==> src/rtl/uart_pkg.sv <==
// Shared UART definitions: receiver states, parity modes, default frame
// geometry and a constant-evaluable clog2.
package uart_pkg;

  typedef enum logic [2:0] {
    IDLE,
    START,
    DATA,
    PARITY,
    STOP
  } rx_state_t;

  localparam logic PARITY_EVEN = 1'b0;
  localparam logic PARITY_ODD  = 1'b1;

  localparam int unsigned UART_DATA_BITS  = 8;
  localparam int unsigned UART_OVERSAMPLE = 16;

  function automatic int unsigned clog2(input int unsigned value);
    int unsigned r;
    r = 0;
    for (int unsigned v = value - 1; v > 0; v = v >> 1) r++;
    return r;
  endfunction

endpackage

==> src/rtl/uart_sync2.sv <==
// Two-flop synchroniser for asynchronous single-bit inputs.
module uart_sync2
  import uart_pkg::*;
#(
  parameter logic RST_VAL = 1'b1
) (
  input  logic clk,
  input  logic rst,
  input  logic d,
  output logic q
);

  logic meta;

  // Metastability filter: d -> meta -> q.
  always_ff @(posedge clk) begin
    if (rst) begin
      meta <= RST_VAL;
      q    <= RST_VAL;
    end else begin
      meta <= d;
      q    <= meta;
    end
  end

endmodule

==> src/rtl/uart_rx_param.sv <==
// Oversampling UART receiver with majority voting, false-start rejection,
// run-time parity and framing/parity/overrun reporting.
module uart_rx_param
  import uart_pkg::*;
#(
  parameter int unsigned DATA_BITS  = UART_DATA_BITS,
  parameter int unsigned OVERSAMPLE = UART_OVERSAMPLE,
  parameter int unsigned STOP_BITS  = 1
) (
  input  logic                 clk,
  input  logic                 rst,
  input  logic                 rx,
  input  logic                 rx_enb,
  input  logic                 rdy_clr,
  input  logic                 parity_en,
  input  logic                 parity_odd,
  output logic                 rdy,
  output logic [DATA_BITS-1:0] data_out,
  output logic                 parity_err,
  output logic                 frame_err,
  output logic                 overrun
);

  localparam int unsigned CNT_W = clog2(OVERSAMPLE);
  localparam int unsigned IDX_W = 4;
  localparam logic [CNT_W-1:0] SAMP_A  = CNT_W'(OVERSAMPLE / 2 - 1);
  localparam logic [CNT_W-1:0] SAMP_B  = CNT_W'(OVERSAMPLE / 2);
  localparam logic [CNT_W-1:0] VOTE_AT = CNT_W'(OVERSAMPLE / 2 + 1);
  localparam logic [CNT_W-1:0] LAST    = CNT_W'(OVERSAMPLE - 1);
  localparam logic [IDX_W-1:0] LAST_DATA = IDX_W'(DATA_BITS - 1);
  localparam logic [IDX_W-1:0] LAST_STOP = IDX_W'(STOP_BITS - 1);

  rx_state_t            state, state_n;
  logic [CNT_W-1:0]     cnt, cnt_n;
  logic [IDX_W-1:0]     bit_idx, idx_n;
  logic                 armed, armed_n;
  logic                 rx_s;
  logic                 samp0, samp1, vote, at_vote;
  logic [DATA_BITS-1:0] shift;
  logic                 par_en_q, par_odd_q, par_err_l, frm_err_l;
  logic                 start_frame, enter_data, deliver;

  uart_sync2 #(.RST_VAL(1'b1)) u_sync (
    .clk (clk),
    .rst (rst),
    .d   (rx),
    .q   (rx_s)
  );

  assign vote    = (samp0 & samp1) | (samp0 & rx_s) | (samp1 & rx_s);
  assign at_vote = (cnt == VOTE_AT);

  // State and bit-timing registers.
  always_ff @(posedge clk) begin
    if (rst) begin
      state   <= IDLE;
      cnt     <= '0;
      bit_idx <= '0;
      armed   <= 1'b1;
    end else begin
      state   <= state_n;
      cnt     <= cnt_n;
      bit_idx <= idx_n;
      armed   <= armed_n;
    end
  end

  // Next-state, counter advance and datapath strobes; everything holds off-tick.
  always_comb begin
    state_n     = state;
    cnt_n       = cnt;
    idx_n       = bit_idx;
    armed_n     = armed;
    start_frame = 1'b0;
    enter_data  = 1'b0;
    deliver     = 1'b0;
    if (rx_enb) begin
      cnt_n = (cnt == LAST) ? '0 : cnt + CNT_W'(1);
      unique case (state)
        IDLE: begin
          cnt_n = '0;
          if (!armed) begin
            if (rx_s) armed_n = 1'b1;
          end else if (!rx_s) begin
            state_n     = START;
            cnt_n       = CNT_W'(1);
            start_frame = 1'b1;
          end
        end
        START: begin
          if (at_vote && vote) begin
            state_n = IDLE;
            cnt_n   = '0;
          end else if (cnt == LAST) begin
            state_n    = DATA;
            idx_n      = '0;
            enter_data = 1'b1;
          end
        end
        DATA: begin
          if (cnt == LAST) begin
            if (bit_idx == LAST_DATA) begin
              idx_n   = '0;
              state_n = par_en_q ? PARITY : STOP;
            end else begin
              idx_n = bit_idx + IDX_W'(1);
            end
          end
        end
        PARITY: begin
          if (cnt == LAST) state_n = STOP;
        end
        STOP: begin
          // Deliver at the last stop-bit vote so the next start edge can be
          // caught during the remaining half bit.
          if (at_vote && bit_idx == LAST_STOP) begin
            deliver = 1'b1;
            state_n = IDLE;
            cnt_n   = '0;
            idx_n   = '0;
            armed_n = !(frm_err_l || !vote);
          end else if (cnt == LAST) begin
            idx_n = bit_idx + IDX_W'(1);
          end
        end
        default: state_n = IDLE;
      endcase
    end
  end

  // Vote sampling, data shift, error latches and registered host outputs.
  always_ff @(posedge clk) begin
    if (rst) begin
      samp0      <= 1'b1;
      samp1      <= 1'b1;
      shift      <= '0;
      par_en_q   <= 1'b0;
      par_odd_q  <= PARITY_EVEN;
      par_err_l  <= 1'b0;
      frm_err_l  <= 1'b0;
      rdy        <= 1'b0;
      data_out   <= '0;
      parity_err <= 1'b0;
      frame_err  <= 1'b0;
      overrun    <= 1'b0;
    end else begin
      if (rx_enb && cnt == SAMP_A) samp0 <= rx_s;
      if (rx_enb && cnt == SAMP_B) samp1 <= rx_s;
      if (start_frame) begin
        shift     <= '0;
        par_err_l <= 1'b0;
        frm_err_l <= 1'b0;
      end
      if (enter_data) begin
        par_en_q  <= parity_en;
        par_odd_q <= parity_odd;
      end
      if (rx_enb && at_vote) begin
        case (state)
          DATA: begin
            for (int unsigned i = 0; i < DATA_BITS; i++)
              if (bit_idx == IDX_W'(i)) shift[i] <= vote;
          end
          PARITY: par_err_l <= (vote != ((^shift) ^ par_odd_q));
          STOP: if (!vote) frm_err_l <= 1'b1;
          default: ;
        endcase
      end
      if (rdy_clr) begin
        rdy     <= 1'b0;
        overrun <= 1'b0;
      end
      if (deliver) begin
        data_out   <= shift;
        rdy        <= 1'b1;
        parity_err <= par_err_l;
        frame_err  <= frm_err_l | ~vote;
        if (rdy && !rdy_clr) overrun <= 1'b1;
      end
    end
  end

endmodule
==> config.mk <==
export PLATFORM = sky130hd
export DESIGN_NAME = uart_rx_param
export DESIGN_NICKNAME = d
export VERILOG_FILES = /design/src/rtl/uart_pkg.sv /design/src/rtl/uart_sync2.sv /design/src/rtl/uart_rx_param.sv
export SDC_FILE = /design/constraint.sdc
export NUM_CORES = 1
export LEC_CHECK = 0
export BUFFER_PORTS_ARGS = -buffer_cell sky130_fd_sc_hd__buf_2
export CAP_MARGIN = 10
export CELL_PAD_IN_SITES_DETAIL_PLACEMENT = 1
export CELL_PAD_IN_SITES_GLOBAL_PLACEMENT = 2
export CORE_MARGIN = 2
export CORE_UTILIZATION = 39
export DETAILED_ROUTE_END_ITERATION = 10
export GPL_ROUTABILITY_DRIVEN = 0
export MAX_ROUTING_LAYER = met4
export PLACE_DENSITY_LB_ADDON = 0.2
export SLEW_MARGIN = 10
export SYNTH_ARGS = -nofsm -noshare
export SYNTH_HDL_FRONTEND = slang
export SYNTH_SLANG_ARGS = --single-unit
export TNS_END_PERCENT = 5
==> constraint.sdc <==
create_clock -name clk -period 5.1 [get_ports clk]
set_input_delay 0.51 -clock clk [delete_from_list [all_inputs] [get_ports clk]]
set_output_delay 0.51 -clock clk [all_outputs]
set_load 0.02 [all_outputs]
==> results of run 1 <==
cell type report:
class	instances	area share, %
Multi-Input combinational cell	183	52.3
Sequential cell	40	34.0
Timing Repair Buffer	18	3.82
Tap cell	72	3.82
Clock buffer	5	2.92
Clock inverter	3	1.80
Inverter	9	1.43
kinds of logic after synthesis:
group	count (synthesis)	synth area share [%]
AOI/OAI and AO/OA	48	15.1
xor gates and xnor gates	10	4.70
adders and majority gates	8	4.58
buffers and inverters	25	5.69
DFF	40	37.1
muxes	15	6.96
and+or+nand+nor	102	25.8
worst min path at each step:
stage                     start  cells past startpoint        to
global placement    u_sync.meta                      1  u_sync.q
finish                  rdy_clr                      2   overrun
detailed placement  u_sync.meta                      1  u_sync.q
CTS                     rdy_clr                      2   overrun
floorplan           u_sync.meta                      1  u_sync.q
global route            rdy_clr                      2   overrun
synthesized netlist by cell type, drive strengths merged, types with 3 or more instances:
master  count  area share, %
ha          7            4.1
xnor2       5            2.0
and3        4            1.2
dfxtp      40             37
nand2       8            1.4
a21oi      19            4.4
clkbuf      8            1.4
o21ai       7            1.6
inv         9            1.6
nor2       27            4.7
mux2i      15            7.0
nand2b      5            1.5
xor2        4            1.6
nand3      22            5.1
nand4      13            3.8
buf         8            2.7
a21o        3            1.0
registers in the layout (all words and copies together) (netlist names):
name / cells
armed: 1
bit_idx: 4
cnt: 4
data_out: 8
frame_err: 1
frm_err_l: 1
overrun: 1
par_en_q: 1
par_err_l: 1
par_odd_q: 1
parity_err: 1
rdy: 1
samp0: 1
samp1: 1
shift: 8
state: 3
u_sync.meta: 1
u_sync.q: 1
power by group through the flow:
stage | sequential (mW) | combinational, mW | clock (mW)
after detailed placement | 0.328 | 0.0408 | 0
after floorplan | 0.324 | 0.0344 | 0
after global placement | 0.327 | 0.0410 | 0
final | 0.320 | 0.0410 | 0.262
after global routing | 0.321 | 0.0456 | 0.281
after CTS | 0.320 | 0.0412 | 0.268
stage by stage:
stage | power, mW | area (sq um)
6_report | 0.624 | 2360
5_1_grt | 0.647 | 2360
4_1_cts | 0.630 | 2360
3_5_place_dp | 0.368 | 2250
3_3_place_gp | 0.368 | 2250
2_1_floorplan | 0.358 | 2160
critical path: stages (launching register included):
cell	delay [ns]
sky130_fd_sc_hd__dfxtp_1	0.63
sky130_fd_sc_hd__nor3b_2	0.91
sky130_fd_sc_hd__nand2_1	0.15
sky130_fd_sc_hd__and2_0	0.22
sky130_fd_sc_hd__or4_1	0.39
sky130_fd_sc_hd__a21oi_1	0.13
layer usage:
layer  vias up  GRT usage [%]  part of all wire (%)
met5         -              -                     0
met4         0           6.14                   1.2
met3         7           3.33                   3.6
met2        36           30.5                    46
met1       906           25.5                    49
li1        907              -                     -
==> impl_metrics.ini, run 1 <==
[outcome]
run_status = finished clean

[synthesis]
ys_seq_area_share_pct = 37.1
ys_dominant_reg_cell = sky130_fd_sc_hd__dfxtp_1
mean_instance_size_in_the_synthesized_netlist_sq_um = 8.69
yosys_warnings = 0
postSynthNetCount = 262
async_flop_share_pct = 0
mappedNetlistArea_sq_um = 2160
synth_enable_flop_cells = 0
synth.distinct_cells = 55
synth_cells = 248
number_of_register_bits_inferred_by_synthesis = 40

[power_and_ir_drop]
power.switching_fraction_pct = 24.1
share_comb_of_total_power_pct = 6.6
power_leakage_nw = 0.973
power.share.clock_pct = 42.1
internal-power_uw = 473
ir_drop_uv = 118
power.density_nw_per_um2 = 264
total_switching_power_uw = 150
seq_power_share_pct = 51.3

[critical_path]
path_class = reg2reg
cp-endpoint = bit_idx[0]
regToRegEndpoint = bit_idx[0]
reg2regPathDepth = 5
rrSetupSlack_ns = 2.59
critPathRequiredTime_ns = 5.32
cp_max_fo = 18
setup.worst_path.start = state[1]
cp-start-kind = flop
cp_data_arrival_time_ns = 2.74
regToRegStartpoint = state[1]
end_kind = flop

[clocking]
cts_resized = 0
cts_hold_repair.buffers = 0
numCtsBuffers = 5
post-cts-setup-buffers = 0
cts_tree = yes
clkSinkCount = 40
cts-htree-levels = 2
clk_path_buf_depth = 2
clk_latency_ns = 0.30
cts_root_buffer = sky130_fd_sc_hd__clkbuf_8
clkSlewWorstSetupHoldPaths_ns = 0.08

[sta]
worst_slew_pin_slew_ns = 1.02
timing.final.ws_setup_ns = 2.59
finalCriticalPeriod_ns = 2.51
achievable-frequency_mhz = 398
hold_slack_ns = 0.382
slew_headroom_pct = 31.9
skew_ns = 0.00648
setup_viol = 0
finalHoldViolCount = 0
final-max-slew-violation-count = 0
setup_tns_ns = 0
fin_crit_sh_pct = 49.3
rsz0062_at_grt = no

[cells_and_area]
post_route_cells_drive_above_1_share_pct = 14.7
layout.cells.most_common = sky130_fd_sc_hd__dfxtp_1
multi_input_area_sq_um = 1230
final-seq-area_sq_um = 801
layout.filler_cells = 660
finalNonFillerCells = 330
layout.nets = 271
final_core_utilization_pct = 43.6
layout_common_cells = sky130_fd_sc_hd__dfxtp_1, sky130_fd_sc_hd__nor2_1, sky130_fd_sc_hd__nand3_1, sky130_fd_sc_hd__a21oi_1, sky130_fd_sc_hd__buf_2
antenna_cells = 0
syn_to_layout_area_delta_pct = 9.40

[placed_design]
post-place-cells = 322
dp_hpwl_um = 3780
post-place-ws_ns = 2.57
io_buffers = 18

[routing]
postRouteAntennaNets = 0
drt_wl_total_um = 5400
firstDrtPassIters = 4
drcViolationCount = 0
detail_route.iter0.violations = 69
routedWlPerCell_um = 16.4
via_count = 1856
vias_per_cell = 5.62

[grt]
via_count_of_the_first_global_routing_pass = 1844
globalRouteTotalUtil_pct = 19.4
grt_antenna_before_repair = 0
grt_first_pass_wirelength_um = 9140
grt_start_max_net_pins = 39
globalRoute.totalOverflow = 0

[worst_hold_path]
min_path_type = in2reg

[floorplanning]
floorplan.die.height_um = 78.4
die-width_um = 78.4
design.portCount = 19
dieArea_sq_um = 6140
starting_density_of_the_core_pct = 39.9
coreArea_sq_um = 5410
row_count = 27

[job]
drv.max_cap_violation_count = 0
Power figures use the tool's default switching activity.
==> inputs of run 2 (changes only) <==
--- a/config.mk
+++ b/config.mk
@@ -10,7 +10,7 @@
 export CELL_PAD_IN_SITES_DETAIL_PLACEMENT = 1
 export CELL_PAD_IN_SITES_GLOBAL_PLACEMENT = 2
 export CORE_MARGIN = 2
-export CORE_UTILIZATION = 39
+export CORE_UTILIZATION = 36
 export DETAILED_ROUTE_END_ITERATION = 10
 export GPL_ROUTABILITY_DRIVEN = 0
 export MAX_ROUTING_LAYER = met4
==> constraint.sdc (replaced) <==
create_clock -name clk -period 2.5 [get_ports clk]
set_input_delay 0.25 -clock clk [delete_from_list [all_inputs] [get_ports clk]]
set_output_delay 0.25 -clock clk [all_outputs]
set_load 0.02 [all_outputs]
==> impl_metrics.ini, run 2 (synthesis results as in run 1) <==
[power_and_ir_drop]
share_comb_of_total_power_pct = 6.8
power_leakage_nw = 1.01
total_switching_power_uw = 319
seq_power_share_pct = 50.3
power.share.clock_pct = 42.9
power.density_nw_per_um2 = 533
internal-power_uw = 975
power.switching_fraction_pct = 24.7
ir_drop_uv = 215

[routing]
routedWlPerCell_um = 16.2
drcViolationCount = 0
vias_per_cell = 5.51
postRouteAntennaNets = 0
detail_route.iter0.violations = 51
firstDrtPassIters = 4
via_count = 1878
drt_wl_total_um = 5510

[placed_design]
post-place-ws_ns = 0.294
dp_hpwl_um = 4030
io_buffers = 18

[grt]
grt_start_max_net_pins = 38
grt_antenna_before_repair = 0
grt_first_pass_wirelength_um = 9330
globalRoute.totalOverflow = 0
globalRouteTotalUtil_pct = 19.2
via_count_of_the_first_global_routing_pass = 1876

[clocking]
clkSlewWorstSetupHoldPaths_ns = 0.09
clk_path_buf_depth = 2
clkSinkCount = 40
numCtsBuffers = 5
post-cts-setup-buffers = 0
cts_root_buffer = sky130_fd_sc_hd__clkbuf_8
clk_latency_ns = 0.30
cts_hold_repair.buffers = 0
cts_resized = 0
cts_tree = yes
cts-htree-levels = 2

[sta]
worst_slew_pin_slew_ns = 0.549
hold_slack_ns = 0.128
skew_ns = 0.00864
fin_crit_sh_pct = 88.6
achievable-frequency_mhz = 451
final-max-slew-violation-count = 0
setup_viol = 0
timing.final.ws_setup_ns = 0.284
setup_tns_ns = 0
finalHoldViolCount = 0
finalCriticalPeriod_ns = 2.22
slew_headroom_pct = 63.4
rsz0062_at_grt = no

[cells_and_area]
final-seq-area_sq_um = 801
syn_to_layout_area_delta_pct = 12.5
layout.nets = 279
largestRegisters = data_out x8, shift x8
layout.cells.most_common = sky130_fd_sc_hd__dfxtp_1
multi_input_area_sq_um = 1230
antenna_cells = 0
layout.filler_cells = 710
post_route_cells_drive_above_1_share_pct = 17.3
layout_common_cells = sky130_fd_sc_hd__dfxtp_1, sky130_fd_sc_hd__nor2_1, sky130_fd_sc_hd__nand3_1, sky130_fd_sc_hd__a21oi_1, sky130_fd_sc_hd__buf_2

[critical_path]
end_kind = flop
cp_data_arrival_time_ns = 2.45
critPathRequiredTime_ns = 2.73
cp_max_fo = 10
path_class = reg2reg
cp-start-kind = flop

[floorplanning]
floorplan.die.height_um = 81.4
coreArea_sq_um = 5850
die-width_um = 81.4
row_count = 28
starting_density_of_the_core_pct = 36.8
design.portCount = 19
dieArea_sq_um = 6620

[job]
drv.max_cap_violation_count = 0

[outcome]
run_status = finished clean

[worst_hold_path]
min_path_type = in2reg
==> run 2: changes by cell type in the layout (fill, tap and decap cells not counted), sizes merged <==
cell / delta
buf: +8
clkinv: -1
inv: +1
==> run 2: path summary, 6_finish.rpt <==
check	startpoint	cells past startpoint	slack, ns	endpoint
setup / recovery	cnt[1]	7	0.28	bit_idx[0]
setup reg to reg	cnt[1]	7	0.28	bit_idx[0]
hold reg to reg	u_sync.meta	1	0.41	u_sync.q
hold / removal	rdy_clr	2	0.13	overrun
==> run 2: area by class of cell <==
type,instances,area share (%)
Tap cell,75,3.87
Inverter,9,1.39
Sequential cell,40,33.0
Timing Repair Buffer,26,6.19
Clock inverter,3,1.91
Clock buffer,5,2.84
Multi-Input combinational cell,183,50.8
==> run 2: critical path, cell delays in order (launching register included) <==
cell and delay, ns:
sky130_fd_sc_hd__dfxtp_1 0.34, sky130_fd_sc_hd__inv_1 0.10, sky130_fd_sc_hd__ha_1 0.14, sky130_fd_sc_hd__and3b_1 0.36, sky130_fd_sc_hd__and3_1 0.32, sky130_fd_sc_hd__o311ai_2 0.19, sky130_fd_sc_hd__or4_1 0.56, sky130_fd_sc_hd__a21oi_1 0.14
==> run 2: metal layers <==
| layer | vias up | track usage (%) | wire (um) |
|---|---|---|---|
| met1 | 925 | 24.1 | 2670 |
| met3 | 6 | 3.33 | 119 |
| met2 | 18 | 31.7 | 2660 |
| met4 | 0 | 5.08 | 67 |
| li1 | 929 | - | - |
| met5 | - | - | 0 |
==> run 2: per-stage QoR <==
stage | cell area (sq um) | total power, mW | std cells | utilization [%]
after floorplan | 2160 | 0.730 | 248 | -
after global placement | 2310 | 0.755 | 333 | 39.5
after detailed placement | 2310 | 0.756 | 333 | 39.5
after CTS | 2430 | 1.32 | 341 | 41.5
after global routing | 2430 | 1.35 | 341 | 41.5
final | 2430 | 1.29 | 341 | 41.5
==> run 2: power groups by stage <==
stage          Sequential, mW  Combinational [mW]  Clock [mW]
6_report                0.651              0.0880       0.554
2_1_floorplan           0.660              0.0702           0
4_1_cts                 0.652              0.0895       0.581
3_3_place_gp            0.666              0.0891           0
5_1_grt                 0.653              0.0991       0.594
3_5_place_dp            0.667              0.0892           0
==> inputs of run 3 (changes only) <==
--- a/config.mk
+++ b/config.mk
@@ -9,6 +9,7 @@
 export CAP_MARGIN = 10
 export CELL_PAD_IN_SITES_DETAIL_PLACEMENT = 1
 export CELL_PAD_IN_SITES_GLOBAL_PLACEMENT = 2
+export CORE_ASPECT_RATIO = 1.25
 export CORE_MARGIN = 2
 export CORE_UTILIZATION = 36
 export DETAILED_ROUTE_END_ITERATION = 10
==> impl_metrics.ini, run 3 (synthesis results as in run 1) <==
[routing]
via_count = 1843
vias_per_cell = 5.57
routedWlPerCell_um = 16.5
detail_route.iter0.violations = 110
drt_wl_total_um = 5470
postRouteAntennaNets = 0
drcViolationCount = 0
firstDrtPassIters = 4

[floorplanning]
floorplan.die.height_um = 90.5
coreArea_sq_um = 5780
die-width_um = 73.2
starting_density_of_the_core_pct = 37.3
dieArea_sq_um = 6630
row_count = 31
design.portCount = 19

[clocking]
numCtsBuffers = 5
clkSlewWorstSetupHoldPaths_ns = 0.08
cts_hold_repair.buffers = 0
post-cts-setup-buffers = 0
cts_root_buffer = sky130_fd_sc_hd__clkbuf_8
clkSinkCount = 40
cts_resized = 0
cts_tree = yes
clk_latency_ns = 0.29
cts-htree-levels = 2
clk_path_buf_depth = 2

[sta]
final-max-slew-violation-count = 0
finalCriticalPeriod_ns = 2.19
finalHoldViolCount = 0
fin_crit_sh_pct = 87.5
skew_ns = 0.00854
hold_slack_ns = 0.131
rsz0062_at_grt = no
achievable-frequency_mhz = 457
setup_tns_ns = 0
slew_headroom_pct = 67.2
setup_viol = 0
worst_slew_pin_slew_ns = 0.492

[placed_design]
dp_hpwl_um = 3940
post-place-cells = 324
io_buffers = 18

[critical_path]
rrSetupSlack_ns = 0.31
critPathRequiredTime_ns = 2.72
crit_buf_inv = 1
cp-start-kind = flop
cp_data_arrival_time_ns = 2.41
critical_path.max_stage_delay_ns = 0.54
regToRegStartpoint = cnt[1]
critical_path_cell_by_cell = inv_1 -> ha_1 -> and3b_1 -> and3_1 -> o311ai_2 -> or4_1 -> a21oi_1
reg2regPathDepth = 7
end_kind = flop
cp_max_fo = 10
regToRegEndpoint = bit_idx[0]
path_class = reg2reg
worst_path_max_delay_cell = sky130_fd_sc_hd__or4_1
critical_path.top_delay_family = simple AND/OR/NAND/NOR gates

[grt]
globalRoute.totalOverflow = 0
grt_start_max_net_pins = 24
globalRouteTotalUtil_pct = 18.5
grt_first_pass_wirelength_um = 9450
grt_antenna_before_repair = 0
via_count_of_the_first_global_routing_pass = 1892

[worst_hold_path]
launch_instance_of_the_worst_min_delay_path = rdy_clr
min_delay_worst_endpoint = overrun
min_path_cells = 2
min_path_type = in2reg

[power_and_ir_drop]
power_mw = 1.21
power_leakage_nw = 1.01
ir_drop_uv = 220
power.density_nw_per_um2 = 506

[cells_and_area]
largestRegisters = data_out x8, shift x8
layout_common_cells = sky130_fd_sc_hd__dfxtp_1, sky130_fd_sc_hd__nor2_1, sky130_fd_sc_hd__nand3_1, sky130_fd_sc_hd__a21oi_1, sky130_fd_sc_hd__buf_2
post_route_cells_drive_above_1_share_pct = 17.0
antenna_cells = 0
layout.filler_cells = 698
finalNonFillerCells = 331
layout.cells.most_common = sky130_fd_sc_hd__dfxtp_1
layout.nets = 279
syn_to_layout_area_delta_pct = 11.1

[job]
drv.max_cap_violation_count = 0

[outcome]
run_status = finished clean
run 3: power breakdown:
part	internal [mW]	switching (mW)
Clock	0.246	0.226
Sequential	0.642	0.00949
Combinational	0.0320	0.0563
run 3: final cells by class:
cell class	count	area, sq um	area share (%)
well taps	66	82.6	3.45
repair buffers	26	150	6.27
flip-flops and latches	40	801	33.4
clock buffers	7	96.3	4.02
multi-input cells	183	1230	51.4
inverters	9	33.8	1.41
run 3: how the worst max path moves through the flow:
stage                       from    endpoint  depth (start not counted)
after floorplan           cnt[1]  bit_idx[0]                          8
after CTS                 cnt[1]  bit_idx[0]                          7
final                     cnt[1]  bit_idx[0]                          7
after global placement    cnt[1]  bit_idx[0]                          7
after detailed placement  cnt[1]  bit_idx[0]                          7
after global routing      cnt[1]  bit_idx[0]                          7
run 3: through the flow:
| stage | util, % | worst slack [ns] | area, sq um |
|---|---|---|---|
| floorplan | - | 0.545 | 2160 |
| global placement | 39.8 | 0.406 | 2300 |
| global route | 41.5 | 0.150 | 2400 |
| detailed placement | 39.8 | 0.343 | 2300 |
| CTS | 41.5 | 0.321 | 2400 |
| finish | 41.5 | 0.313 | 2400 |
run 3: metal layers:
| layer | GRT usage [%] | vias up | wire length (um) |
|---|---|---|---|
| met5 | - | - | 0 |
| met4 | 4.78 | 0 | 45 |
| met3 | 3.01 | 4 | 107 |
| met2 | 32.3 | 22 | 2870 |
| met1 | 21.6 | 895 | 2440 |
| li1 | - | 922 | - |
